### src/rtl/tnn_column_stdp.sv
// Temporal-neural-network column: ramp-response neurons, 1-WTA inhibition and
// per-volley STDP, one gamma cycle per volley behind valid/ready handshakes.
module tnn_column_stdp #(
  parameter int NUM_INPUTS  = 8,
  parameter int NUM_NEURONS = 4,
  parameter int WBITS       = 3,
  parameter int TBITS       = 3,
  parameter int THRESHOLD   = 6,
  parameter int WINIT       = 1,
  parameter int MU_CAP      = 1,
  parameter int MU_MINUS    = 1,
  parameter int MU_SEARCH   = 1,
  localparam int IW = (NUM_NEURONS > 1) ? $clog2(NUM_NEURONS) : 1
) (
  input  logic                            clk,
  input  logic                            rst_l,
  input  logic                            in_valid,
  output logic                            in_ready,
  input  logic [NUM_INPUTS*(TBITS+1)-1:0] in_times,
  input  logic                            training,
  output logic                            out_valid,
  input  logic                            out_ready,
  output logic [IW-1:0]                   out_winner,
  output logic [TBITS:0]                  out_time,
  output logic [NUM_NEURONS-1:0]          out_fired,
  input  logic                            wt_load_en,
  input  logic [IW-1:0]                   wt_load_neuron,
  input  logic [NUM_INPUTS*WBITS-1:0]     wt_load_data,
  input  logic [IW-1:0]                   rd_neuron,
  output logic [NUM_INPUTS*WBITS-1:0]     rd_weights
);

  localparam int T    = 1 << TBITS;
  localparam int WMAX = (1 << WBITS) - 1;
  // Potential covers the worst-case full-gamma accumulation, so it never wraps.
  localparam int PW   = $clog2(NUM_INPUTS * WMAX * T + THRESHOLD + 1) + 1;
  localparam logic [TBITS:0] TNULL = {1'b1, {TBITS{1'b0}}};

  typedef enum logic [1:0] {S_IDLE, S_RUN, S_LEARN, S_DONE} state_t;

  state_t                 state_q;
  logic [TBITS-1:0]       t_q;
  logic                   train_q;
  logic [TBITS:0]         x_q   [NUM_INPUTS];
  logic [WBITS-1:0]       w_q   [NUM_NEURONS][NUM_INPUTS];
  logic [PW-1:0]          p_q   [NUM_NEURONS];
  logic [NUM_NEURONS-1:0] fired_q;
  logic [TBITS-1:0]       y_q   [NUM_NEURONS];

  logic                   out_valid_q;
  logic [IW-1:0]          out_winner_q;
  logic [TBITS:0]         out_time_q;
  logic [NUM_NEURONS-1:0] out_fired_q;

  logic [PW-1:0]          p_d     [NUM_NEURONS];
  logic [NUM_NEURONS-1:0] fired_d;
  logic [TBITS-1:0]       y_d     [NUM_NEURONS];
  logic                   win_any;
  logic [IW-1:0]          win_idx;
  logic [TBITS-1:0]       win_t;
  logic [WBITS-1:0]       w_learn [NUM_NEURONS][NUM_INPUTS];

  function automatic logic [WBITS-1:0] sat_weight(input int v);
    if (v > WMAX)   return WBITS'(WMAX);
    else if (v < 0) return '0;
    else            return WBITS'(v);
  endfunction

  // STDP rule for one synapse; y is meaningful only when yv is set.
  function automatic logic [WBITS-1:0] learn_weight(input logic [WBITS-1:0] w,
                                                    input logic [TBITS:0]   x,
                                                    input logic             yv,
                                                    input logic [TBITS-1:0] y);
    int signed delta;
    delta = 0;
    if (!x[TBITS] && yv)       delta = (x[TBITS-1:0] <= y) ? MU_CAP : -MU_MINUS;
    else if (x[TBITS] && yv)   delta = -MU_MINUS;
    else if (!x[TBITS] && !yv) delta = MU_SEARCH;
    return sat_weight(int'(w) + delta);
  endfunction

  assign in_ready   = (state_q == S_IDLE) && !wt_load_en;
  assign out_valid  = out_valid_q;
  assign out_winner = out_winner_q;
  assign out_time   = out_time_q;
  assign out_fired  = out_fired_q;

  always_comb begin
    rd_weights = '0;
    for (int i = 0; i < NUM_INPUTS; i++)
      rd_weights[i*WBITS +: WBITS] = w_q[rd_neuron][i];
  end

  // Ramp response: every input that has already spiked adds its weight each tick.
  always_comb begin
    for (int j = 0; j < NUM_NEURONS; j++) begin
      p_d[j]     = p_q[j];
      fired_d[j] = fired_q[j];
      y_d[j]     = y_q[j];
      for (int i = 0; i < NUM_INPUTS; i++)
        if (!x_q[i][TBITS] && (x_q[i][TBITS-1:0] <= t_q))
          p_d[j] = p_d[j] + PW'(w_q[j][i]);
      if (!fired_q[j] && (p_d[j] >= PW'(THRESHOLD))) begin
        fired_d[j] = 1'b1;
        y_d[j]     = t_q;
      end
    end
  end

  // Earliest fire wins; strict compare keeps the lowest index on ties.
  always_comb begin
    win_any = 1'b0;
    win_idx = '0;
    win_t   = '0;
    for (int j = 0; j < NUM_NEURONS; j++)
      if (fired_d[j] && (!win_any || (y_d[j] < win_t))) begin
        win_any = 1'b1;
        win_idx = IW'(j);
        win_t   = y_d[j];
      end
  end

  always_comb begin
    for (int j = 0; j < NUM_NEURONS; j++)
      for (int i = 0; i < NUM_INPUTS; i++)
        w_learn[j][i] = learn_weight(w_q[j][i], x_q[i],
                                     !out_time_q[TBITS] && (out_winner_q == IW'(j)),
                                     out_time_q[TBITS-1:0]);
  end

  always_ff @(posedge clk) begin
    if (in_valid && in_ready) begin
      for (int i = 0; i < NUM_INPUTS; i++)
        x_q[i] <= in_times[i*(TBITS+1) +: TBITS+1];
    end
    if (state_q == S_RUN) begin
      for (int j = 0; j < NUM_NEURONS; j++)
        y_q[j] <= y_d[j];
    end
  end

  always_ff @(posedge clk) begin
    if (!rst_l) begin
      state_q      <= S_IDLE;
      t_q          <= '0;
      train_q      <= 1'b0;
      fired_q      <= '0;
      out_valid_q  <= 1'b0;
      out_winner_q <= '0;
      out_time_q   <= TNULL;
      out_fired_q  <= '0;
      for (int j = 0; j < NUM_NEURONS; j++) begin
        p_q[j] <= '0;
        for (int i = 0; i < NUM_INPUTS; i++)
          w_q[j][i] <= WBITS'(WINIT);
      end
    end else begin
      case (state_q)
        S_IDLE: begin
          if (wt_load_en) begin
            if (int'(wt_load_neuron) < NUM_NEURONS)
              for (int i = 0; i < NUM_INPUTS; i++)
                w_q[wt_load_neuron][i] <= wt_load_data[i*WBITS +: WBITS];
          end else if (in_valid) begin
            state_q <= S_RUN;
            train_q <= training;
            t_q     <= '0;
            fired_q <= '0;
            for (int j = 0; j < NUM_NEURONS; j++)
              p_q[j] <= '0;
          end
        end
        S_RUN: begin
          for (int j = 0; j < NUM_NEURONS; j++)
            p_q[j] <= p_d[j];
          fired_q <= fired_d;
          t_q     <= t_q + 1'b1;
          if (t_q == TBITS'(T - 1)) begin
            out_winner_q <= win_idx;
            out_time_q   <= win_any ? {1'b0, win_t} : TNULL;
            out_fired_q  <= fired_d;
            out_valid_q  <= !train_q;
            state_q      <= train_q ? S_LEARN : S_DONE;
          end
        end
        S_LEARN: begin
          for (int j = 0; j < NUM_NEURONS; j++)
            for (int i = 0; i < NUM_INPUTS; i++)
              w_q[j][i] <= w_learn[j][i];
          out_valid_q <= 1'b1;
          state_q     <= S_DONE;
        end
        S_DONE: begin
          if (out_ready) begin
            out_valid_q <= 1'b0;
            state_q     <= S_IDLE;
          end
        end
        default: state_q <= S_IDLE;
      endcase
    end
  end

endmodule

### config.mk
export PLATFORM = sky130hd
export DESIGN_NAME = tnn_column_stdp
export DESIGN_NICKNAME = d
export VERILOG_FILES = /design/src/rtl/tnn_column_stdp.sv
export SDC_FILE = /design/constraint.sdc
export NUM_CORES = 1
export LEC_CHECK = 0
export ABC_CLOCK_PERIOD_IN_PS = 16280
export CORE_MARGIN = 2
export CORE_UTILIZATION = 45
export DETAILED_ROUTE_END_ITERATION = 7
export GPL_TIMING_DRIVEN = 0
export SETUP_SLACK_MARGIN = 0.05
export SYNTH_ARGS = -nofsm -noshare
export SYNTH_HDL_FRONTEND = slang
export SYNTH_SLANG_ARGS = --single-unit
### constraint.sdc
create_clock -name clk -period 16.28 [get_ports clk]
set_clock_uncertainty 0.2 [all_clocks]
set_input_delay 3.256 -clock clk [delete_from_list [all_inputs] [get_ports clk]]
set_output_delay 3.256 -clock clk [all_outputs]
set_load 0.05 [all_outputs]
==> metrics.txt <==
Cell Int Power=2271 uW; CP max-delay cell=fa_1; mapped cell area=about 0.030 sq mm; Synth Register Bits=approximately 200; I/O Buffers=99; Worst Setup End Kind=flop; # DRC=0; Crit Path Max Fanout=10; Post-Syn Nets=4106; Post-DRT Antenna Nets=0; Warnings, synthesis=0; async set-reset flop share out of synthesis=0%; minimum clock period=between 15000 and 20000 ps; multiplexer share of the synthesized area=under 10%; Hold WC Path Type=reg2reg; Post-Synthesis Cells=approximately 3400; Via-to-Cell Ratio=~6; clock sink count=around 200; number of cell rows=94; net switching power=approximately 2400 uW; layout cell share with drive strength beyond 1=~6.6%; max_cap viols=1; leading cell type by number of instances after synthesis=ha_1; Global Route Usage Sum=29.16%; Avg Cell Area, Syn=8.686 sq um; Yosys cell types=about 130; Core Footprint=roughly 0.066 sq mm; RSZ-0062 raised after global routing=false; antenna violations before repair=2; synth cell count leaders=ha_1 (540), nor2_1 (318), nand2_1 (295), a21oi_1 (291), o21ai_0 (287); deepest clock path buffer count=3; ys flop type=edfxtp_1; Num CTS Buffers=27; DR pass1 iterations=6; Pwr Density=141.5 mW/mm^2; Synth Area in Compound Gates=19.87%; clk_lat worst skew=just under 600 ps; Critical Path Source Type=flop; post-synthesis xor/xnor area fraction=under 10%; H-tree depth=1; TritonCTS clock tree=done; routed len/inst=~23 um; Gate power share=68.7%; Req. time, crit path=roughly 17000 ps; GR Overflow Total=0; DRT iter0 DRCs=2654; max_slew headroom=0.8382%; top post-synthesis cells by area=ha_1 (23%), edfxtp_1 (17%), a21oi_1 (4.9%), o21ai_0 (4.8%), fa_1 (4.3%); first-pass GRT wire length=around 150000 um; area share of the largest cell type after synthesis=between 20% and 30%; VDD IR-drop max=about 0.14 mV; RePlAce Congestion=around 0.95; slew at the pin with the worst max-slew slack=approximately 1500 ps; I/O pin total=between 100 and 150; Post-synth EDFFs=170; sw frac=about half; die area=roughly 0.068 sq mm; Clock Tree Root=clkbuf_16; fmax=~65 MHz; Die H=261.5 um; final worst path period share=a little over nine tenths; largest net degree at the start of global routing=34; Final Hold Viols=0; Post-Synth Simple-Gate Area=about a fifth; Die W=roughly 260 um; Post-Layout Inst Area=0.03289 sq mm; Pleak=0.01355 uW; sequential share of power=between 10% and 20%; worst stage delay on the critical path=just over 500 ps; Adder-Cell Fraction of Synth Area=a little over a quarter; max-slew violation count=0; outcome=complete, but fails checks; vias after detailed routing=between 20000 and 30000; Setup Viol. Count Final=0; Clk pwr share=12.9%; vias in the first global route=around 25000; Starting Density=roughly 45%; Cell Area, Placed=between 0.03 and 0.04 sq mm; largest family of logic cells by synthesized area=adder cells; Layout area overhead=10.21%; critical path type=reg2reg; sequential fraction of the synthesis area=about a fifth; DP HPWL=around 80000 um; hold_ws=a little under 300 ps; clk slew on worst S/H paths=about 70 ps; Routed WL=~100000 um; NumNets Final=roughly 4200; Setup Total Neg Slack=0 ps; Yosys top cell by area=ha_1; failing checks=capacitance limit; Worst Path Arrival=between 15000 and 20000 ps
[what timing repair did]
| item | 4_1_cts | 5_1_grt |
|---|---|---|
| buffers inserted | 0 | 5 |
| hold buffers | 0 | 0 |
| gates cloned | 0 | 0 |
| endpoints found under the setup margin | 1 | 5 |
| gates resized for setup | 1 | 15 |
[through the flow]
stage,instances,total power (uW),worst slack (ps),util (%)
3_3_place_gp,4399,3935,145.5,48.54
6_report,4454,4655,927.4,50.03
2_1_floorplan,3436,3097,2773,-
4_1_cts,4449,4586,222.7,49.87
3_5_place_dp,4400,3969,71.95,48.56
5_1_grt,4453,4990,120.9,50.02
[flip-flops by register name (all words and copies together) (netlist names)]
name / count
fired_q: 4
out_fired: 4
out_time: 4
out_valid: 1
out_winner: 2
p_q: 40
state_q: 2
t_q: 3
train_q: 1
w_q: 96
x_q: 32
y_q: 12
[logic make-up after synthesis]
kind of cell | after synthesis
AO/OA/AOI/OAI | 951
buffers and inverters | 252
AND/OR/NAND/NOR | 1126
XOR/XNOR | 196
adder cells (fa/ha/maj) | 607
multiplexers | 103
flip-flops | 201
[metal layers]
metal  vias up  part of all wire [%]  global-route usage [%]
met2       928                    44                   46.22
met1     12930                    45                   40.46
met5         -                     0                       0
met4         0                   4.0                   10.53
li1      13080                     -                       -
met3       162                   7.3                   4.084
[cell usage in the layout, fill, tap and decap left out, drive strengths merged, types with 19 or more instances in the layout]
cell / instances
nor4b: 39
nand4: 52
o21ai: 303
a21oi: 295
nand3: 52
mux2: 43
mux2i: 36
xor2: 53
nor2b: 38
edfxtp: 170
o211ai: 27
mux4: 24
dfxtp: 31
clkdlybuf4s50: 99
xnor2: 136
a21o: 60
nand2b: 25
a31oi: 26
and3: 19
o31ai: 29
fa: 64
a211oi: 22
nor3: 106
o21bai: 32
nor2: 322
and2: 20
ha: 540
buf: 29
nor4: 26
or3: 25
nand2: 295
clkbuf: 94
inv: 165
nor4bb: 22
[area by class of cell]
class,count,area (sq um)
Fill cell,6350,32860
Multi-Input combinational cell,2983,23180
Sequential cell,201,5727
Tap cell,864,1081
Timing Repair Buffer,105,1036
Clock buffer,30,686.9
Inverter,164,623.1
Buffer,87,385.4
Clock inverter,19,167.7
Antenna cell,1,2.502
[power by group through the flow]
| stage | clock network [uW] | registers [uW] | logic (uW) |
|---|---|---|---|
| floorplan | 0 | 793 | 2300 |
| global placement | 0 | 858 | 3080 |
| detailed placement | 0 | 860 | 3110 |
| CTS | 605 | 849 | 3130 |
| global route | 624 | 865 | 3500 |
| finish | 602 | 854 | 3200 |
[path summary, 6_finish.rpt]
kind	cells after the start	startpoint	slack, ps	to
worst max register to register	62	t_q[2]	930	out_winner[0]
worst min-delay path	1	out_fired[2]	300	out_fired[2]
worst max-delay path	62	t_q[2]	930	out_winner[0]
worst min register to register	1	out_fired[2]	300	out_fired[2]
[worst max-delay path, delay by kind of cell (launching register included)]
kind	cells	cell delay [ps]
AO/OA/AOI/OAI	19	3730
XOR/XNOR	2	500
flip-flops	1	460
adder cells (fa/ha/maj)	11	4160
multiplexers	4	1290
AND/OR/NAND/NOR	20	3850
buffers and inverters	6	1090
Power figures use the tool's default switching activity.
